**src/rtl/rst_seq.sv**
```systemverilog
// Reset sequencer: releases N_OUT active-low domain resets in fixed order once
// PLL lock is stable, and re-sequences on lock loss or a software reset request.
module rst_seq #(
   parameter int N_OUT       = 3,
   parameter int GAP_CYCLES  = 16,
   parameter int LOCK_STABLE = 64
) (
   input  logic             clk_i,
   input  logic             rst_i,
   input  logic             pll_lock_i,
   input  logic             sw_rst_req_i,
   output logic             sw_rst_ack_o,
   output logic [N_OUT-1:0] rst_n_o,
   output logic             ready_o,
   output logic [1:0]       state_o
);

   localparam int MAX_CNT = (GAP_CYCLES > LOCK_STABLE) ? GAP_CYCLES : LOCK_STABLE;
   localparam int CW      = $clog2(MAX_CNT + 1);
   localparam int IW      = $clog2(N_OUT + 1);

   // Compares are against "last value before the target" so the counter never
   // has to hold the target itself.
   localparam logic [CW-1:0] GAP_LAST  = CW'(GAP_CYCLES - 1);
   localparam logic [CW-1:0] LOCK_LAST = CW'(LOCK_STABLE - 1);
   localparam logic [IW-1:0] IDX_LAST  = IW'(N_OUT - 1);

   typedef enum logic [1:0] {
      LOCK_WAIT = 2'd0,
      RELEASE   = 2'd1,
      RUN       = 2'd2,
      SW_RST    = 2'd3
   } state_t;

   state_t        state;
   logic [CW-1:0] cnt;
   logic [IW-1:0] idx;

   assign state_o = state;

   always_ff @(posedge clk_i or posedge rst_i) begin
      if (rst_i) begin
         state        <= LOCK_WAIT;
         cnt          <= '0;
         idx          <= '0;
         rst_n_o      <= '0;
         ready_o      <= 1'b0;
         sw_rst_ack_o <= 1'b0;
      end else begin
         sw_rst_ack_o <= 1'b0;
         // Lock loss overrides everything outside LOCK_WAIT, including a pending ack.
         if (state != LOCK_WAIT && !pll_lock_i) begin
            state   <= LOCK_WAIT;
            cnt     <= '0;
            idx     <= '0;
            rst_n_o <= '0;
            ready_o <= 1'b0;
         end else begin
            case (state)
               LOCK_WAIT: begin
                  if (!pll_lock_i) begin
                     cnt <= '0;
                  end else if (cnt == LOCK_LAST) begin
                     state <= RELEASE;
                     cnt   <= '0;
                     idx   <= '0;
                  end else begin
                     cnt <= cnt + 1'b1;
                  end
               end
               RELEASE: begin
                  if (cnt == GAP_LAST) begin
                     cnt <= '0;
                     idx <= idx + 1'b1;
                     for (int i = 0; i < N_OUT; i++) begin
                        if (idx == IW'(i)) rst_n_o[i] <= 1'b1;
                     end
                     if (idx == IDX_LAST) begin
                        state   <= RUN;
                        ready_o <= 1'b1;
                     end
                  end else begin
                     cnt <= cnt + 1'b1;
                  end
               end
               RUN: begin
                  if (sw_rst_req_i) begin
                     state   <= SW_RST;
                     cnt     <= '0;
                     rst_n_o <= '0;
                     ready_o <= 1'b0;
                  end
               end
               SW_RST: begin
                  // Lock is known high here; a low lock was taken by the branch above.
                  if (cnt == GAP_LAST) begin
                     sw_rst_ack_o <= 1'b1;
                     state        <= RELEASE;
                     cnt          <= '0;
                     idx          <= '0;
                  end else begin
                     cnt <= cnt + 1'b1;
                  end
               end
               default: begin
                  state <= LOCK_WAIT;
                  cnt   <= '0;
                  idx   <= '0;
               end
            endcase
         end
      end
   end

endmodule
```
**config.mk**
```make
export PLATFORM = sky130hd
export DESIGN_NAME = rst_seq
export DESIGN_NICKNAME = d
export VERILOG_FILES = /design/src/rtl/rst_seq.sv
export SDC_FILE = /design/constraint.sdc
export NUM_CORES = 1
export LEC_CHECK = 0
export BUFFER_PORTS_ARGS = -buffer_cell sky130_fd_sc_hd__buf_2
export CAP_MARGIN = 5
export CELL_PAD_IN_SITES_DETAIL_PLACEMENT = 1
export CELL_PAD_IN_SITES_GLOBAL_PLACEMENT = 1
export CORE_MARGIN = 4
export CORE_UTILIZATION = 46
export DETAILED_ROUTE_END_ITERATION = 10
export GPL_TIMING_DRIVEN = 0
export PLACE_DENSITY = 0.82
export SYNTH_ARGS = -nofsm -noshare
export SYNTH_HDL_FRONTEND = slang
export SYNTH_SLANG_ARGS = --single-unit
```
**constraint.sdc**
```tcl
create_clock -name clk_i -period 3.7 [get_ports clk_i]
set_clock_uncertainty 0.15 [all_clocks]
set_input_delay 0.74 -clock clk_i [delete_from_list [all_inputs] [get_ports clk_i]]
set_output_delay 0.74 -clock clk_i [all_outputs]
set_load 0.01 [all_outputs]
```
# Word level (Yosys, flattened, before mapping)
# Cells that the tools add are included.
# Widths: inputs -> output; s select.
# word_totals
regBits,16
input_bits,4
out_inout_bits,7
wordCells,72
# op_classes
reduce_logical,13
n_eq_ne,15
add_sub_neg,2
mux,34
# op_table
op,n
$mux 7,5
$mux 2,12
$ne 3x3->1 const B,8
$pmux 7 s3,1
$reduce_and 4->1,3
$mux 1,9
$mux 3,3
$pmux 2 s4,1
$add 7x1->7 const B,1
$eq 7x4->1 const B,1
$eq 7x6->1 const B,1
$eq 2x2->1 const B,3
$pmux 2 s3,1
$pmux 3 s2,1
$reduce_and 6->1,1
$reduce_and 5->1,1
$eq 2x1->1 const B,2
$logic_not 2->1,2
$reduce_bool 4->1,1
$reduce_bool 3->1,1
$add 2x1->2 const B,1
$pmux 1 s2,1
$reduce_bool 2->1,1
$reduce_or 2->1,1
2 further kinds,2

# Logic depth before layout (Yosys ltp)
# Gate-level depths: netlist (run 1).
# depth
depth_word,5
depth_mapped,9

# Worst setup path after synthesis (run 1)
# No wires, ideal clock.
# synth_timing
kind,reg2reg
from,"reg state[0], in the netlist state_o[0]"
to,reg rst_n_o[0]
path_stages_with_launch,7
synth_period_minus_slack_ns,2.110
setup_time_ns,0.126
arrival_ns,1.834
t_required_ns,3.424
path_slack_ns,1.590
n_path_buf,1
path_cell_list,dfrtp_1 -> inv_1 -> ha_1 -> clkbuf_1 -> o21ai_0 -> o221ai_1 -> o32a_1
# synth_between
elab_chain_cells,4
elab_cells_between_ends,11
classes_between,5 x eq/ne; 2 x mux; 4 x reduce/logical
# synth_lines
element,line_no,source
from (decl),35,state_t state;
from (signal assigned),43,state <= LOCK_WAIT;
from (signal assigned),53,state <= LOCK_WAIT;
from (signal assigned),64,state <= RELEASE;
$reduce_bool 2->1,52,if (state != LOCK_WAIT && !pll_lock_i) begin
$logic_and 1x1->1,52,
$ne 3x3->1 (no source line) or $reduce_bool 3->1 (tied branches),n/a,
$reduce_and 4->1 (no source line),n/a,
to (signal assigned),46,rst_n_o <= '0;
to (signal assigned),56,rst_n_o <= '0;
"to (signal, indexed assignment)",76,if (idx == IW'(i)) rst_n_o[i] <= 1'b1;
to (decl),13,"output logic [N_OUT-1:0] rst_n_o,"
# Several ways; a longest one is shown, not always the timed one.
# A chain may end at the register's enable or synchronous reset.

# Final worst setup path (run 1)
# Same ends and word-level chain as after synthesis.

==> reports/qor.yml, run 1 <==
status: "finished, final reports clean"
grt_pass1_wl_um: 4284
drt_iter0_drc: 9
synth_ff_type: "dfrtp_1"
synth_area_um2: 1015
clockBufferDepth: 2
worstSetupEndpointType: "flip-flop"
insertion_delay_ns: 0.29
reg2reg_slack_ns: 1.25
fin_tns_setup_ns: 0
pwr_density_cell_nw_per_um2: 633.0
crit_slowest_cell: "o21ai_0"
num-fill-cells: 257
setup_viol: 0
io_buffer_count: 10
ir_worst_vdd_uv: 377.2
fp.dieH_um: 54.97
reg2regPathDepth: 6
rsz0062_at_grt: "false"
synthTopCellsByArea: "dfrtp_1 (37%), ha_1 (9.9%), nand2_1 (4.1%)"
finish.net_count: 142
r2r-start: "state_o[0]$_DFFE_PP0P_"
r2r-end: "rst_n_o[0]$_DFFE_PP0P_"
leakage_nw: 0.5068
holdCritPathClass: "primary input to asynchronous set/reset pin"
vias: 926
holdBufCountCts: 0
slew_headroom_pct: 59.07
fp.coreArea_um2: 2022
start_util_pct: 50.19
syn_inst: 115
grtUsageMet3_pct: 2.413
insertedDiodeCount: 0
cp_max_fo: 8
synth_edf_count: 0
wl_per_cell_um: 16.58
cts_sinks: 15
design_area_um2: 1125
grt-ovfl-total: 0
die_area_um2: 3021
worstMarginPinSlew_ns: 0.6133
yosysWarnings: 0
syn_to_final_growth_pct: 10.85
drtPass1Iterations: 4
ys_ff_latch: 15
yosysUniqueCellTypes: 36
avgSynthCellArea_um2: 8.824
crit_chain: "inv_1 > ha_1 > clkbuf_1 > o21ai_0 > o221ai_1 > o32a_1"
layout_common_cells: "dfrtp_1 (15), nand2_1 (11), buf_2 (10)"
synth-async-reset-ratio_pct: 100.0
synth.largest_area_cell: "dfrtp_1"
cts_tree: "done"
syn_nets: 127
criticalPathCategory: "flip-flop to flip-flop"
gp_congestion: 0.7977
fin_crit_ns: 2.454
viasPerCell: 5.936
rows: 16
final_common_cell: "dfrtp_1"
ioPinCount: 11
routed_wl_um: 2587
crit_family: "compound AO/OA/AOI/OAI gates"
grt_use_met2_pct: 32.28
hold_viol: 0
clk_pin_slew_ns: 0.10
cpPeakStageDelay_ns: 0.50
antenna_found_initial: 0
postCtsSetupBuffers: 0
h-tree-depth: 1
cap_violations: 0
worstSetupStartpointType: "flip-flop"
ant_nets: 0
fmax_mhz: 407.6
grt.total_usage_pct: 20.23
grt_max_degree: 16
cp.arrival_ns: 2.49
placed_area_um2: 1099
grt_pass1_vias: 919
final-max-slew-violation-count: 0
synth_top_cell_area_share_pct: 36.99
use_met1_pct: 27.05
die_w_um: 54.97
yosysSeqAreaShare_pct: 36.99
numCtsBuffers: 3
postCtsResizedCells: 0
fin_crit_sh_pct: 66.31
cp.required_ns: 3.73
crit_buf_inv: 2
top_usage_layer: "met2"
root_buffer: "clkbuf_4"
dpl.hpwl_um: 1990
drc_errors: 0
drive_above_1_share_pct: 15.50
[synthesized netlist by cell type (all sizes together), types with 3 or more instances]
cell type and count:
nor2 9, o31ai 3, inv 8, nand3 4
clkbuf 4, dfrtp 15, nor2b 3, o211ai 4
a21oi 9, ha 8, nand2 11, o21ai 8
[layer usage]
layer  share of wire [%]  up-vias
li1                    -      442
met1                  49      455
met2                  45       24
met3                 4.0        5
met4                 1.6        0
met5                   0        -
[where the power goes]
group	total [mW]	switching, mW	internal (mW)
clock	0.0998	0.0578	0.0420
sequential	0.234	0.0347	0.200
combinational	0.378	0.230	0.148
[cells by family after synthesis]
logic type	share of synthesized area, %
AOI/OAI and AO/OA	25.15
adders and majority gates	9.865
buffers and inverters	5.179
DFF	36.99
muxes	1.973
and+or+nand+nor	20.84
[flip-flops by register name, summed over array words and instances (netlist names)]
register and flops:
cnt 7, idx 2, rst_n_o 3, state_o 2, sw_rst_ack_o 1
[final cells by class]
class	count	area, µm²	area share, %
multi-input cells	87	586.8	52.17
flip-flops and latches	15	375.4	33.37
repair buffers	10	50.05	4.449
well taps	27	33.78	3.003
inverters	8	30.03	2.670
clock buffers	4	26.28	2.336
plain buffers	5	22.52	2.002
[stage by stage]
stage	power, mW	instances	hold WS (ns)	setup slack, ns	utilization [%]
2_1_floorplan	0.5046	115	0.3259	1.590	-
3_3_place_gp	0.5965	152	0.3249	1.334	54.33
3_5_place_dp	0.6128	152	0.3378	1.291	54.33
4_1_cts	0.7144	156	0.3612	1.263	55.63
5_1_grt	0.7724	156	0.3835	1.057	55.63
6_report	0.7120	156	0.3490	1.246	55.63
[how the worst max path moves through the flow]
stage                                      start                endpoint  slack, ns  cells after the start
after floorplan           state_o[0]$_DFFE_PP0P_  rst_n_o[0]$_DFFE_PP0P_       1.59                      6
after CTS                 state_o[0]$_DFFE_PP0P_      cnt[5]$_DFFE_PP0P_       1.26                      9
after global routing      state_o[0]$_DFFE_PP0P_      cnt[5]$_DFFE_PP0P_       1.06                      9
after detailed placement  state_o[0]$_DFFE_PP0P_      cnt[5]$_DFFE_PP0P_       1.29                      9
after global placement    state_o[0]$_DFFE_PP0P_  rst_n_o[1]$_DFFE_PP0P_       1.33                      6
final                     state_o[0]$_DFFE_PP0P_  rst_n_o[0]$_DFFE_PP0P_       1.25                      6
Power figures use the tool's default switching activity.
==> inputs of run 2 (changes only) <==
--- a/config.mk
+++ b/config.mk
@@ -10,10 +10,10 @@
 export CELL_PAD_IN_SITES_DETAIL_PLACEMENT = 1
 export CELL_PAD_IN_SITES_GLOBAL_PLACEMENT = 1
 export CORE_MARGIN = 4
-export CORE_UTILIZATION = 46
+export CORE_UTILIZATION = 43
 export DETAILED_ROUTE_END_ITERATION = 10
 export GPL_TIMING_DRIVEN = 0
-export PLACE_DENSITY = 0.82
+export PLACE_DENSITY = 0.77
 export SYNTH_ARGS = -nofsm -noshare
 export SYNTH_HDL_FRONTEND = slang
 export SYNTH_SLANG_ARGS = --single-unit
==> constraint.sdc (replaced) <==
create_clock -name clk_i -period 2.49 [get_ports clk_i]
set_clock_uncertainty 0.15 [all_clocks]
set_input_delay 0.498 -clock clk_i [delete_from_list [all_inputs] [get_ports clk_i]]
set_output_delay 0.498 -clock clk_i [all_outputs]
set_load 0.01 [all_outputs]
==> reports/qor.yml, run 2 (synthesis gave the netlist of run 1 again) <==
status: "finished, final reports clean"
vias: 929
final-max-slew-violation-count: 0
finish.net_count: 142
criticalPathCategory: "flip-flop to flip-flop"
gp_congestion: 0.7447
routed_wl_um: 2679
viasPerCell: 5.917
hold_viol: 0
ant_nets: 0
antenna_found_initial: 0
postCtsSetupBuffers: 0
clockBufferDepth: 2
grt_pass1_wl_um: 4657
clk_pin_slew_ns: 0.10
cts_sinks: 15
io_buffer_count: 10
grt-ovfl-total: 0
slew_headroom_pct: 59.58
power_mw: 1.073
fmax_mhz: 427.2
cp.required_ns: 2.53
die_w_um: 56.58
insertion_delay_ns: 0.30
leakage_nw: 0.5130
top_register: "cnt"
fp.coreArea_um2: 2233
setup_viol: 0
syn_to_final_growth_pct: 11.22
pwr_density_cell_nw_per_um2: 951.2
rows: 17
grt_pass1_vias: 1013
cp.arrival_ns: 2.39
root_buffer: "clkbuf_4"
drc_errors: 0
grt_max_degree: 16
insertedDiodeCount: 0
worstSetupEndpointType: "flip-flop"
h-tree-depth: 1
drtPass1Iterations: 4
largest_reg_flops: 7
final_common_cell: "dfrtp_1"
worstSetupStartpointType: "flip-flop"
holdBufCountCts: 0
grt.total_usage_pct: 18.44
start_util_pct: 45.43
ioPinCount: 11
fin_crit_ns: 2.341
ir_worst_vdd_uv: 576.1
cts_tree: "done"
top_regs: "cnt: 7 flops, rst_n_o: 3 flops"
drive_above_1_share_pct: 17.05
rsz0062_at_grt: "true"
worstMarginPinSlew_ns: 0.6056
cap_violations: 0
numCtsBuffers: 3
fp.dieH_um: 56.58
cp_max_fo: 8
dpl.hpwl_um: 2009
die_area_um2: 3201
layout_common_cells: "dfrtp_1 (15), nand2_1 (11), buf_2 (10)"
drt_iter0_drc: 30
fin_crit_sh_pct: 94.01
holdCritPathClass: "primary input to asynchronous set/reset pin"
wl_per_cell_um: 17.06
final_util_pct: 50.53
run 2: changes by cell type in the layout (fill, tap and decap cells not counted):
| cell | change |
|---|---|
| o21ai_0 | -1 |
| clkbuf_1 | -2 |
| clkbuf_2 | +1 |
| clkinv_2 | +1 |
| o21ai_1 | +1 |
run 2: layout make-up:
cell class / count / area [µm²]
fillers: 285 / 1105
flip-flops and latches: 15 / 375.4
multi-input cells: 87 / 586.8
plain buffers: 5 / 23.77
clock buffers: 3 / 22.52
repair buffers: 10 / 50.05
clock inverters: 1 / 5.005
inverters: 8 / 30.03
well taps: 28 / 35.03
run 2: where the power goes:
| group | switching, mW | leakage, nW | internal (mW) | total, mW |
|---|---|---|---|---|
| sequential | 0.0545 | 0.201 | 0.297 | 0.351 |
| combinational | 0.347 | 0.295 | 0.224 | 0.570 |
| clock | 0.0921 | 0.0177 | 0.0600 | 0.152 |
run 2: repair_timing:
| action | 4_1_cts | 5_1_grt |
|---|---|---|
| setup endpoints to repair | 2 | 4 |
| resized for setup | 1 | 2 |
| cloned | 0 | 0 |
run 2: final timing paths:
| path | start | endpoint | slack, ns | cells past startpoint |
|---|---|---|---|---|
| min reg2reg | rst_n_o[1]$_DFFE_PP0P_ | rst_n_o[1]$_DFFE_PP0P_ | 0.38 | 1 |
| max | state_o[0]$_DFFE_PP0P_ | rst_n_o[0]$_DFFE_PP0P_ | 0.15 | 6 |
| max in group asynchronous | rst_i | state_o[0]$_DFFE_PP0P_ | 1.69 | 2 |
| max reg2reg | state_o[0]$_DFFE_PP0P_ | rst_n_o[0]$_DFFE_PP0P_ | 0.15 | 6 |
| min in group clk_i | rst_n_o[1]$_DFFE_PP0P_ | rst_n_o[1]$_DFFE_PP0P_ | 0.38 | 1 |
| min | rst_i | rst_n_o[0]$_DFFE_PP0P_ | 0.09 | 2 |
run 2: critical path, cell delays in order (launching register included):
cell and delay, ns:
dfrtp_1 0.48, inv_1 0.13, ha_1 0.22, clkbuf_1 0.18, o21ai_1 0.40, o221ai_1 0.28
o32a_1 0.39
run 2: per-stage QoR:
step | area [µm²] | cells | setup slack, ns | TNS (ns) | hold slack, ns
floorplan | 1015 | 115 | 0.3796 | 0 | 0.2495
CTS | 1127 | 157 | 0.04994 | 0 | 0.1266
detailed placement | 1100 | 153 | -0.006131 | -0.006131 | 0.3630
finish | 1129 | 157 | 0.1491 | 0 | 0.09452
global placement | 1100 | 153 | 0.08667 | 0 | 0.3258
global route | 1129 | 157 | -0.02838 | -0.05831 | 0.1624
run 2: routing by layer:
layer	GRT usage (%)	vias up	part of all wire (%)
met5	0	-	0
met4	7.119	0	2.5
met3	2.759	7	2.3
met2	30.86	16	48
met1	23.62	461	47
li1	-	445	-
==> inputs of run 3 (changes only) <==
--- a/config.mk
+++ b/config.mk
@@ -14,6 +14,7 @@
 export DETAILED_ROUTE_END_ITERATION = 10
 export GPL_TIMING_DRIVEN = 0
 export PLACE_DENSITY = 0.77
+export SETUP_SLACK_MARGIN = 0.4
 export SYNTH_ARGS = -nofsm -noshare
 export SYNTH_HDL_FRONTEND = slang
 export SYNTH_SLANG_ARGS = --single-unit
==> reports/qor.yml, run 3 (synthesis gave the netlist of run 1 again) <==
cts_tree: "done"
layout_common_cells: "dfrtp_1 (14), buf_2 (11), nand2_1 (11)"
fin_crit_sh_pct: 83.11
grt_pass1_vias: 1006
cts_sinks: 15
numCtsBuffers: 3
r2r-start: "state_o[1]$_DFFE_PP0P_"
worstSetupEndpointType: "flip-flop"
rows: 17
pre_cts_ws_ns: 0.09825
setup_viol: 0
clk_pin_slew_ns: 0.10
reg2reg_slack_ns: 0.42
io_buffer_count: 10
syn_to_final_growth_pct: 22.69
slew_headroom_pct: 57.53
final_util_pct: 55.74
clockBufferDepth: 2
grt_pass1_wl_um: 4712
p_int_mw: 0.6809
cp.required_ns: 2.59
cpPeakStageDelay_ns: 0.46
insertedDiodeCount: 0
power_frac_clock_pct: 12.2
setup_slack_ns: 0.4205
root_buffer: "clkbuf_4"
routed_wl_um: 2964
die_w_um: 56.58
insertion_delay_ns: 0.30
viasPerCell: 6.013
grt-ovfl-total: 0
power_mw: 1.246
grt_max_degree: 16
drtPass1Iterations: 4
wl_per_cell_um: 18.53
crit_slowest_cell: "dfrtp_1"
drt_iter0_drc: 14
status: "finished, final reports clean"
fin_tns_setup_ns: 0
pwr_density_cell_nw_per_um2: 1001
power.share.switching_pct: 45.36
crit_chain: "inv_2 > ha_1 > buf_2 > o21ai_1 > nand3_1 > o31ai_1 > a22o_1"
finish.net_count: 145
hold_viol: 0
combinationalPowerShare_pct: 59.8
gp_congestion: 0.7452
grt.total_usage_pct: 18.32
cap_violations: 0
ioPinCount: 11
drive_above_1_share_pct: 30.30
die_area_um2: 3201
antenna_found_initial: 0
power.switching_mw: 0.5653
final-max-slew-violation-count: 0
h-tree-depth: 1
vias: 962
fp.coreArea_um2: 2233
reg2regPathDepth: 7
fp.dieH_um: 56.58
largest_reg_flops: 7
start_util_pct: 45.43
cp_max_fo: 8
top_regs: "cnt: 7 flops, rst_n_o: 3 flops"
leakage_nw: 0.5450
drc_errors: 0
r2r-end: "cnt[6]$_DFFE_PP0P_"
ir_worst_vdd_uv: 639.5
final_common_cell: "dfrtp_1"
worstMarginPinSlew_ns: 0.6364
fin_crit_ns: 2.069
ant_nets: 0
worstSetupStartpointType: "flip-flop"
rsz0062_at_grt: "true"
top_register: "cnt"
hold_slack_ns: 0.1080
num-fill-cells: 276
fmax_mhz: 483.2
pwr-share-seq_pct: 28.0
cp.arrival_ns: 2.17
holdCritPathClass: "primary input to asynchronous set/reset pin"
criticalPathCategory: "flip-flop to flip-flop"
dpl.hpwl_um: 1976
run 3: cell types whose count changed in the layout (fill, tap and decap cells not counted), sizes merged:
cell	delta
clkbuf	-2
buf	+5
run 3: critical path, delay by kind of cell (launching register included):
family / cells / cell delay [ns]
AO/OA/AOI/OAI: 3 / 0.79
adder cells (fa/ha/maj): 1 / 0.18
buffers and inverters: 2 / 0.30
flip-flops: 1 / 0.46
AND/OR/NAND/NOR: 1 / 0.14
run 3: cell type report:
cell class | count | area [µm²] | share of cell area, %
sequential | 15 | 376.6 | 30.25
clock inverter | 1 | 5.005 | 0.4020
buffer | 5 | 31.28 | 2.513
inverter | 8 | 30.03 | 2.412
clock buffer | 3 | 22.52 | 1.809
timing repair buffer | 13 | 85.08 | 6.834
tap | 28 | 35.03 | 2.814
multi-input combinational | 87 | 659.4 | 52.96
run 3: power by group through the flow:
stage | sequential, mW | combinational (mW) | clock (mW)
6_report | 0.349 | 0.745 | 0.152
2_1_floorplan | 0.361 | 0.390 | 0
3_5_place_dp | 0.356 | 0.558 | 0
4_1_cts | 0.353 | 0.580 | 0.151
5_1_grt | 0.360 | 0.820 | 0.173
3_3_place_gp | 0.349 | 0.538 | 0
run 3: per-layer routing:
layer  routed length, µm  GRT usage [%]  up-vias
li1                    -              -      452
met1                1304          23.66      480
met2                1483          31.35       22
met3                 109          2.069        8
met4                  67          6.102        0
met5                   0              0        -
run 3: timing repair:
item	in CTS	in global routing
pin swaps	0	1
gates resized for setup	7	20
endpoints found under the hold margin	0	0
hold buffers	0	0
setup endpoints to repair	13	14
setup buffers	0	3
run 3: how the worst max path moves through the flow:
| stage | from | end | slack (ns) | cells past startpoint |
|---|---|---|---|---|
| floorplan | state_o[0]$_DFFE_PP0P_ | rst_n_o[0]$_DFFE_PP0P_ | 0.48 | 7 |
| global placement | state_o[0]$_DFFE_PP0P_ | cnt[5]$_DFFE_PP0P_ | 0.16 | 9 |
| detailed placement | state_o[0]$_DFFE_PP0P_ | cnt[5]$_DFFE_PP0P_ | 0.1 | 9 |
| CTS | state_o[1]$_DFFE_PP0P_ | cnt[4]$_DFFE_PP0P_ | 0.35 | 7 |
| global route | state_o[1]$_DFFE_PP0P_ | state_o[1]$_DFFE_PP0P_ | 0.29 | 7 |
| finish | state_o[1]$_DFFE_PP0P_ | cnt[6]$_DFFE_PP0P_ | 0.42 | 7 |
run 3: metrics by stage:
stage               instances  area [µm²]
finish                    160        1245
global route              160        1245
CTS                       157        1139
detailed placement        153        1100
global placement          153        1100
floorplan                 115        1015
